### src/rtl/cluster_pkg.sv
// rtl/cluster_pkg.sv - shared constants and types for the cluster priority encoder
//
// Purpose: VPF bus geometry, address width, frame depth and the cluster_t
//          {adr, vld} record used by the encoder pipeline and frame slots.
// Ports:   none (package).
package cluster_pkg;

  localparam int MXVPF      = 768;
  localparam int MXSEGS     = 16;
  localparam int SEGSIZE    = MXVPF / MXSEGS;
  localparam int MXCLUSTERS = 4;
  localparam int ADRB       = 10;

  localparam int LOCW = $clog2(SEGSIZE);          // local index within a segment
  localparam int CNTW = $clog2(MXCLUSTERS) + 1;   // pass counter, one spare bit to saturate
  localparam int POPW = $clog2(MXCLUSTERS + 1);   // number of valid clusters in a frame

  localparam logic [ADRB-1:0] INVALID_ADR = '1;

  typedef struct packed {
    logic [ADRB-1:0] adr;
    logic            vld;
  } cluster_t;

  localparam cluster_t NO_CLUSTER = '{adr: INVALID_ADR, vld: 1'b0};

  function automatic logic [POPW-1:0] count_valid(input logic [MXCLUSTERS-1:0] v);
    logic [POPW-1:0] n;
    n = '0;
    for (int i = 0; i < MXCLUSTERS; i++) n = n + POPW'(v[i]);
    return n;
  endfunction

endpackage

### src/rtl/segment_lsb_encoder.sv
// rtl/segment_lsb_encoder.sv - lowest-set-bit encoder for one VPF segment
//
// Purpose: combinational per-segment encode feeding stage 1 of the pipeline.
// Ports:   seg   in  SEGSIZE  segment slice of the VPF bus
//          any   out 1        at least one bit set
//          idx   out LOCW     index of the lowest set bit (0 when none)
//          multi out 1        more than one bit set
module segment_lsb_encoder
  import cluster_pkg::*;
(
  input  logic [SEGSIZE-1:0] seg,
  output logic               any,
  output logic [LOCW-1:0]    idx,
  output logic               multi
);

  // Scan from the top so the lowest set bit is the last one assigned.
  always_comb begin
    idx = '0;
    for (int i = SEGSIZE - 1; i >= 0; i--) begin
      if (seg[i]) idx = LOCW'(i);
    end
  end

  assign any = |seg;
  // Clearing the lowest set bit leaves something only if two or more were set.
  assign multi = |(seg & (seg - SEGSIZE'(1)));

endmodule

### src/rtl/cluster_priority_encoder.sv
// rtl/cluster_priority_encoder.sv - two-stage LSB priority encoder collecting cluster frames
//
// Purpose: encodes the lowest set bit of each truncator pass, gathers
//          MXCLUSTERS passes per latch period into a frame and strobes it out.
//          Optional macro CLUSTER_COUNT_EN adds the cluster_count output.
// Ports:   clock          in  1                fabric clock
//          reset_n        in  1                asynchronous active-low reset
//          latch_pulse    in  1                marks pass 0 (arrives on vpfs_in next cycle)
//          vpfs_in        in  MXVPF            truncator output bus
//          cluster_adr    out MXCLUSTERS*ADRB  slot k at [k*ADRB +: ADRB]
//          cluster_vld    out MXCLUSTERS       per-slot valid
//          overflow       out 1                clusters remained after the last slot
//          clusters_ready out 1                one-cycle strobe on frame update
//          cluster_count  out POPW             valid slots in frame (CLUSTER_COUNT_EN only)
module cluster_priority_encoder
  import cluster_pkg::*;
(
  input  logic                       clock,
  input  logic                       reset_n,
  input  logic                       latch_pulse,
  input  logic [MXVPF-1:0]           vpfs_in,
  output logic [MXCLUSTERS*ADRB-1:0] cluster_adr,
  output logic [MXCLUSTERS-1:0]      cluster_vld,
  output logic                       overflow,
  output logic                       clusters_ready
`ifdef CLUSTER_COUNT_EN
  ,
  output logic [POPW-1:0]            cluster_count
`endif
);

  // Stage 1: per-segment encode, registered.
  logic [MXSEGS-1:0] seg_any_c, seg_multi_c;
  logic [LOCW-1:0]   seg_idx_c [MXSEGS];
  logic [MXSEGS-1:0] s1_any, s1_multi;
  logic [LOCW-1:0]   s1_idx [MXSEGS];

  for (genvar g = 0; g < MXSEGS; g++) begin : g_seg
    segment_lsb_encoder u_enc (
      .seg   (vpfs_in[g*SEGSIZE +: SEGSIZE]),
      .any   (seg_any_c[g]),
      .idx   (seg_idx_c[g]),
      .multi (seg_multi_c[g])
    );
  end

  always_ff @(posedge clock or negedge reset_n) begin
    if (!reset_n) begin
      s1_any   <= '0;
      s1_multi <= '0;
      for (int s = 0; s < MXSEGS; s++) s1_idx[s] <= '0;
    end else begin
      s1_any   <= seg_any_c;
      s1_multi <= seg_multi_c;
      for (int s = 0; s < MXSEGS; s++) s1_idx[s] <= seg_idx_c[s];
    end
  end

  // Stage 2: lowest active segment wins; "more" if the winner holds several
  // bits or any segment above it is also active.
  cluster_t win_c, s2_res;
  logic     more_c, s2_more, above;

  always_comb begin
    win_c  = NO_CLUSTER;
    more_c = 1'b0;
    above  = 1'b0;
    for (int s = MXSEGS - 1; s >= 0; s--) begin
      if (s1_any[s]) begin
        win_c.adr = ADRB'(s * SEGSIZE) + ADRB'(s1_idx[s]);
        win_c.vld = 1'b1;
        more_c    = s1_multi[s] | above;
        above     = 1'b1;
      end
    end
  end

  always_ff @(posedge clock or negedge reset_n) begin
    if (!reset_n) begin
      s2_res  <= NO_CLUSTER;
      s2_more <= 1'b0;
    end else begin
      s2_res  <= win_c;
      s2_more <= more_c;
    end
  end

  // Latch pulse delayed to line up with the stage-2 result of pass 0.
  logic [2:0]      lp_dly;
  logic [CNTW-1:0] pass_cnt, eff_idx;
  logic            wr_en, last_slot;

  always_comb begin
    eff_idx   = lp_dly[2] ? '0 : pass_cnt;
    wr_en     = eff_idx < CNTW'(MXCLUSTERS);
    last_slot = eff_idx == CNTW'(MXCLUSTERS - 1);
  end

  // Frame assembly: the last slot bypasses storage since it is written this cycle.
  cluster_t              slot    [MXCLUSTERS];
  cluster_t              frame_c [MXCLUSTERS];
  logic [MXCLUSTERS-1:0] frame_vld_c;

  always_comb begin
    for (int k = 0; k < MXCLUSTERS; k++) begin
      frame_c[k]     = (k == MXCLUSTERS - 1) ? s2_res : slot[k];
      frame_vld_c[k] = frame_c[k].vld;
    end
  end

  always_ff @(posedge clock or negedge reset_n) begin
    if (!reset_n) begin
      lp_dly   <= '0;
      pass_cnt <= CNTW'(MXCLUSTERS);   // saturated: idle until a latch arrives
      for (int k = 0; k < MXCLUSTERS; k++) slot[k] <= NO_CLUSTER;
    end else begin
      lp_dly   <= {lp_dly[1:0], latch_pulse};
      pass_cnt <= wr_en ? eff_idx + CNTW'(1) : eff_idx;
      if (wr_en) slot[eff_idx[CNTW-2:0]] <= s2_res;
    end
  end

  always_ff @(posedge clock or negedge reset_n) begin
    if (!reset_n) begin
      cluster_adr    <= {MXCLUSTERS{INVALID_ADR}};
      cluster_vld    <= '0;
      overflow       <= 1'b0;
      clusters_ready <= 1'b0;
`ifdef CLUSTER_COUNT_EN
      cluster_count  <= '0;
`endif
    end else begin
      clusters_ready <= last_slot;
      if (last_slot) begin
        for (int k = 0; k < MXCLUSTERS; k++) cluster_adr[k*ADRB +: ADRB] <= frame_c[k].adr;
        cluster_vld <= frame_vld_c;
        overflow    <= s2_more;
`ifdef CLUSTER_COUNT_EN
        cluster_count <= count_valid(frame_vld_c);
`endif
      end
    end
  end

endmodule

### config.mk
export PLATFORM = sky130hd
export DESIGN_NAME = cluster_priority_encoder
export DESIGN_NICKNAME = d
export VERILOG_FILES = /design/src/rtl/cluster_pkg.sv /design/src/rtl/segment_lsb_encoder.sv /design/src/rtl/cluster_priority_encoder.sv
export SDC_FILE = /design/constraint.sdc
export NUM_CORES = 1
export LEC_CHECK = 0
export CORE_AREA = 4 4 314 316
export DETAILED_ROUTE_END_ITERATION = 10
export DIE_AREA = 0 0 318 320
export HOLD_SLACK_MARGIN = 0.15
export REMOVE_ABC_BUFFERS = 1
export SLEW_MARGIN = 20
export SYNTH_ARGS = -nofsm -noshare
export SYNTH_HDL_FRONTEND = slang
export SYNTH_SLANG_ARGS = --single-unit
### constraint.sdc
create_clock -name clock -period 5.2 [get_ports clock]
set_input_delay 1.04 -clock clock [delete_from_list [all_inputs] [get_ports clock]]
set_output_delay 1.04 -clock clock [all_outputs]
set_load 0.005 [all_outputs]
==> impl_metrics.prom <==
# TYPE chip_impl_metric gauge
chip_impl_metric{name="num_vias",unit=""} 33600
chip_impl_metric{name="ys_seq_elements",unit=""} 225
chip_impl_metric{name="critPathRequiredTime",unit="ps"} 5610
chip_impl_metric{name="core.rowCount",unit=""} 114
chip_impl_metric{name="fin_nets",unit=""} 5166
chip_impl_info{name="holdCritPathClass",value="register to register"} 1
chip_impl_metric{name="detailedPlace.worstSlack",unit="ps"} 610
chip_impl_metric{name="layout.cell_area.non_filler",unit="um2"} 36100
chip_impl_metric{name="detailedRoute.firstIterationViolations",unit=""} 3159
chip_impl_info{name="end_kind",value="register"} 1
chip_impl_metric{name="worst_skew_pair.late_latency",unit="ps"} 590
chip_impl_metric{name="maximum_number_of_pins_on_one_net_before_global_route_repair",unit=""} 110
chip_impl_metric{name="final_layout_size_suffix_gt1_frac",unit=""} 0.0679
chip_impl_metric{name="placement.cell_area",unit="um2"} 35000
chip_impl_metric{name="p_sw_frac",unit=""} 0.329
chip_impl_metric{name="synthArstFlopShare",unit=""} 1.00
chip_impl_info{name="worst_setup_path_start_kind",value="primary input"} 1
chip_impl_info{name="cts_tree",value="done"} 1
chip_impl_metric{name="filler_cells_inserted",unit=""} 10000
chip_impl_metric{name="pwr-share-comb",unit=""} 0.334
chip_impl_metric{name="dp_cells",unit=""} 5628
chip_impl_metric{name="dpl.hpwl",unit="um"} 114000
chip_impl_metric{name="first_pass_grt_wire_length",unit="um"} 200000
chip_impl_metric{name="timing.hold.worst_path_depth",unit=""} 0
chip_impl_metric{name="routed_wirelength",unit="um"} 136000
chip_impl_metric{name="finalHoldViolCount",unit=""} 0
chip_impl_metric{name="synth_cells",unit=""} 3595
chip_impl_metric{name="maxCapViolations",unit=""} 0
chip_impl_metric{name="start_util",unit=""} 0.264
chip_impl_metric{name="final-instance-count-excl-fill",unit=""} 5718
chip_impl_metric{name="setup-tns-final",unit="ps"} 0
chip_impl_info{name="synthFlopType",value="sky130_fd_sc_hd__dfrtp_1"} 1
chip_impl_metric{name="fin_ws",unit="ps"} 1030
chip_impl_metric{name="timing.final.crit_share",unit=""} 0.803
chip_impl_metric{name="pwr-share-seq",unit=""} 0.322
chip_impl_metric{name="die_area",unit="um2"} 102000
chip_impl_metric{name="drc_errors",unit=""} 0
chip_impl_info{name="grt_setup_unrepaired",value="false"} 1
chip_impl_metric{name="regToRegSetupSlack",unit="ps"} 2160
chip_impl_metric{name="netlist-cell-type-count",unit=""} 89
chip_impl_info{name="clk_root_buffer_cell",value="sky130_fd_sc_hd__clkbuf_16"} 1
chip_impl_metric{name="cts_htree_levels",unit=""} 1
chip_impl_metric{name="die_h",unit="um"} 320
chip_impl_metric{name="viasPerCell",unit=""} 5.87
chip_impl_metric{name="clk_transition_reported_paths",unit="ps"} 60
chip_impl_metric{name="area_growth_syn_to_layout",unit="%"} 42.2
chip_impl_metric{name="timing.final.setup_violations",unit=""} 0
chip_impl_info{name="outcome",value="completed"} 1
chip_impl_metric{name="design.core.area",unit="um2"} 96000
chip_impl_metric{name="cts-root-to-sink-buffers",unit=""} 3
chip_impl_metric{name="post_cts_resize_count",unit=""} 0
chip_impl_metric{name="antenna_left",unit=""} 0
chip_impl_metric{name="netSwitchingPower",unit="mW"} 2.00
chip_impl_metric{name="post_cts_buffers",unit=""} 0
chip_impl_metric{name="antenna_found_initial",unit=""} 48
chip_impl_metric{name="arrival",unit="ps"} 4580
chip_impl_metric{name="synth-edff-count",unit=""} 0
chip_impl_metric{name="cells_on_worst_reg2reg_path",unit=""} 8
chip_impl_metric{name="grt_usage",unit=""} 0.249
chip_impl_metric{name="yosys_warnings",unit=""} 0
chip_impl_metric{name="drt-pass1-iter-count",unit=""} 6
chip_impl_metric{name="worstPathMaxFanout",unit=""} 9
chip_impl_metric{name="actual_slew_at_the_worst_max_slew_pin",unit="ps"} 895
chip_impl_metric{name="finalHoldWorstSlack",unit="ps"} 350
chip_impl_metric{name="finalWeightedCongestion",unit=""} 1.01
chip_impl_metric{name="power.share.clock",unit=""} 0.344
chip_impl_metric{name="synth_sequential_area_ratio",unit=""} 0.226
chip_impl_metric{name="avgSynthCellArea",unit="um2"} 7.05
chip_impl_metric{name="ios",unit=""} 817
chip_impl_metric{name="clock_sinks",unit=""} 225
chip_impl_metric{name="globalRouteOverflowTotal",unit=""} 0
chip_impl_metric{name="leakagePower",unit="nW"} 12.0
chip_impl_metric{name="slew_headroom",unit=""} 0.403
chip_impl_info{name="worst-setup-path-type",value="primary input to register"} 1
chip_impl_metric{name="cts-buffers-inserted",unit=""} 29
chip_impl_metric{name="max_clock_freq",unit="GHz"} 0.240
chip_impl_metric{name="slew_viol_final",unit=""} 0
chip_impl_metric{name="mappedNetlistArea",unit="um2"} 25400
chip_impl_metric{name="timing.clock.skew",unit="ps"} 21.9
chip_impl_metric{name="chipWidth",unit="um"} 318
chip_impl_metric{name="vias_in_the_first_global_route",unit=""} 31100
chip_impl_metric{name="port_buffers",unit=""} 816
chip_impl_metric{name="power-per-cell-area",unit="nW/um2"} 168
chip_impl_metric{name="power_report.internal_total",unit="mW"} 4.08
chip_impl_metric{name="post_drt_wl_per_cell",unit="um"} 23.8
chip_impl_metric{name="peakVddDrop",unit="mV"} 0.242
chip_impl_metric{name="post-route-min-period",unit="ps"} 4170
chip_impl_metric{name="postCtsHoldBufs",unit=""} 0
## layout by cell type, fill, tap and decap left out, types with 55 or more instances in the layout
master / netlist / final
sky130_fd_sc_hd__dfrtp_1: 144 / 144
sky130_fd_sc_hd__nand4_1: 55 / 55
sky130_fd_sc_hd__o21ai_0: 267 / 267
sky130_fd_sc_hd__or4_1: 86 / 86
sky130_fd_sc_hd__o31ai_1: 95 / 95
sky130_fd_sc_hd__clkdlybuf4s50_1: 0 / 815
sky130_fd_sc_hd__mux2_2: 79 / 79
sky130_fd_sc_hd__inv_1: 201 / 201
sky130_fd_sc_hd__nand2_1: 253 / 252
sky130_fd_sc_hd__a21oi_1: 293 / 293
sky130_fd_sc_hd__nand3_1: 91 / 91
sky130_fd_sc_hd__nor4_1: 208 / 208
sky130_fd_sc_hd__nor2_1: 541 / 541
sky130_fd_sc_hd__dfstp_2: 81 / 81
sky130_fd_sc_hd__nor3_1: 179 / 179
## power groups by stage
stage	logic, mW	clock network, mW	registers [mW]
finish	2.03	2.09	1.96
detailed placement	1.99	0	1.98
floorplan	0.653	0	1.97
CTS	2.00	2.18	1.96
global placement	1.99	0	1.98
global route	2.18	2.23	1.97
## critical path: stages
cell                              delay, ps
sky130_fd_sc_hd__clkdlybuf4s50_1        600
sky130_fd_sc_hd__nor4_1                 700
sky130_fd_sc_hd__nand2_1                210
sky130_fd_sc_hd__nor3b_2                420
sky130_fd_sc_hd__nand2_1                290
sky130_fd_sc_hd__o31ai_1                450
sky130_fd_sc_hd__o211ai_1               220
sky130_fd_sc_hd__a2111oi_0              420
sky130_fd_sc_hd__nand4_1                230
## final timing paths
path,start,to
setup / recovery,vpfs_in[442],s1_multi[9]
hold / removal,lp_dly[0],lp_dly[1]
setup reg to reg,s1_any[14],frame_c[1]
hold reg to reg,lp_dly[0],lp_dly[1]
max in group asynchronous,reset_n,s1_idx[81]
min in group asynchronous,reset_n,overflow
## Yosys cell counts (all sizes together), types with 19 or more instances
| cell | n | area [um2] |
|---|---|---|
| dfstp | 81 | 2130 |
| o32ai | 29 | 254 |
| o21bai | 38 | 285 |
| nor4 | 214 | 1380 |
| and3 | 19 | 119 |
| a31oi | 52 | 325 |
| o21a | 32 | 240 |
| o2111ai | 28 | 245 |
| maj3 | 51 | 510 |
| o21ai | 267 | 1340 |
| dfrtp | 144 | 3600 |
| o221ai | 26 | 228 |
| or3 | 53 | 337 |
| mux2 | 79 | 890 |
| nand3 | 91 | 455 |
| a221oi | 28 | 245 |
| nor2 | 541 | 2030 |
| nor3 | 181 | 922 |
| a211oi | 53 | 398 |
| o41ai | 37 | 332 |
| a2111oi | 46 | 410 |
| o22ai | 47 | 294 |
| or4 | 87 | 657 |
| clkbuf | 71 | 268 |
| o31ai | 95 | 713 |
| nand2 | 253 | 950 |
| nand2b | 45 | 282 |
| nor2b | 38 | 238 |
| or2 | 41 | 256 |
| inv | 201 | 754 |
| a21oi | 293 | 1470 |
| nand4 | 57 | 378 |
| o31a | 31 | 272 |
## layout make-up
cell class	instances	area, um2	share of cell area
diodes	36	90.1	0.00250
clock buffers	35	788	0.0219
clock inverters	19	194	0.00538
inverters	202	758	0.0210
multi-input cells	3088	18600	0.515
flip-flops and latches	225	5730	0.159
well taps	1276	1600	0.0443
repair buffers	837	8330	0.231
## per-layer routing
layer	GRT usage	part of all wire
met2	0.405	0.46
met4	0.0711	0.029
met1	0.339	0.45
met3	0.0412	0.066
met5	0	0.00070
## sequential cells by signal, indices dropped and copies added, names as in the netlist
register,count
s1_idx,96
overflow,1
s1_any,16
cluster_adr,40
lp_dly,3
pass_cnt,3
s2_more,1
s1_multi,16
cluster_vld,4
frame_c,44
clusters_ready,1
## cell families after synthesis
family                   share of synthesized area
adder cells (fa/ha/maj)                     0.0261
flip-flops                                   0.226
XOR/XNOR                                  0.000345
AO/OA/AOI/OAI                                0.332
AND/OR/NAND/NOR                              0.337
buffers and inverters                       0.0422
multiplexers                                0.0363
## stage by stage
stage           util  total power [mW]
2_1_floorplan      -              2.62
3_3_place_gp   0.364              3.98
4_1_cts        0.375              6.14
6_report       0.376              6.07
5_1_grt        0.375              6.38
3_5_place_dp   0.364              3.98
(Power assumes the default switching activity.)
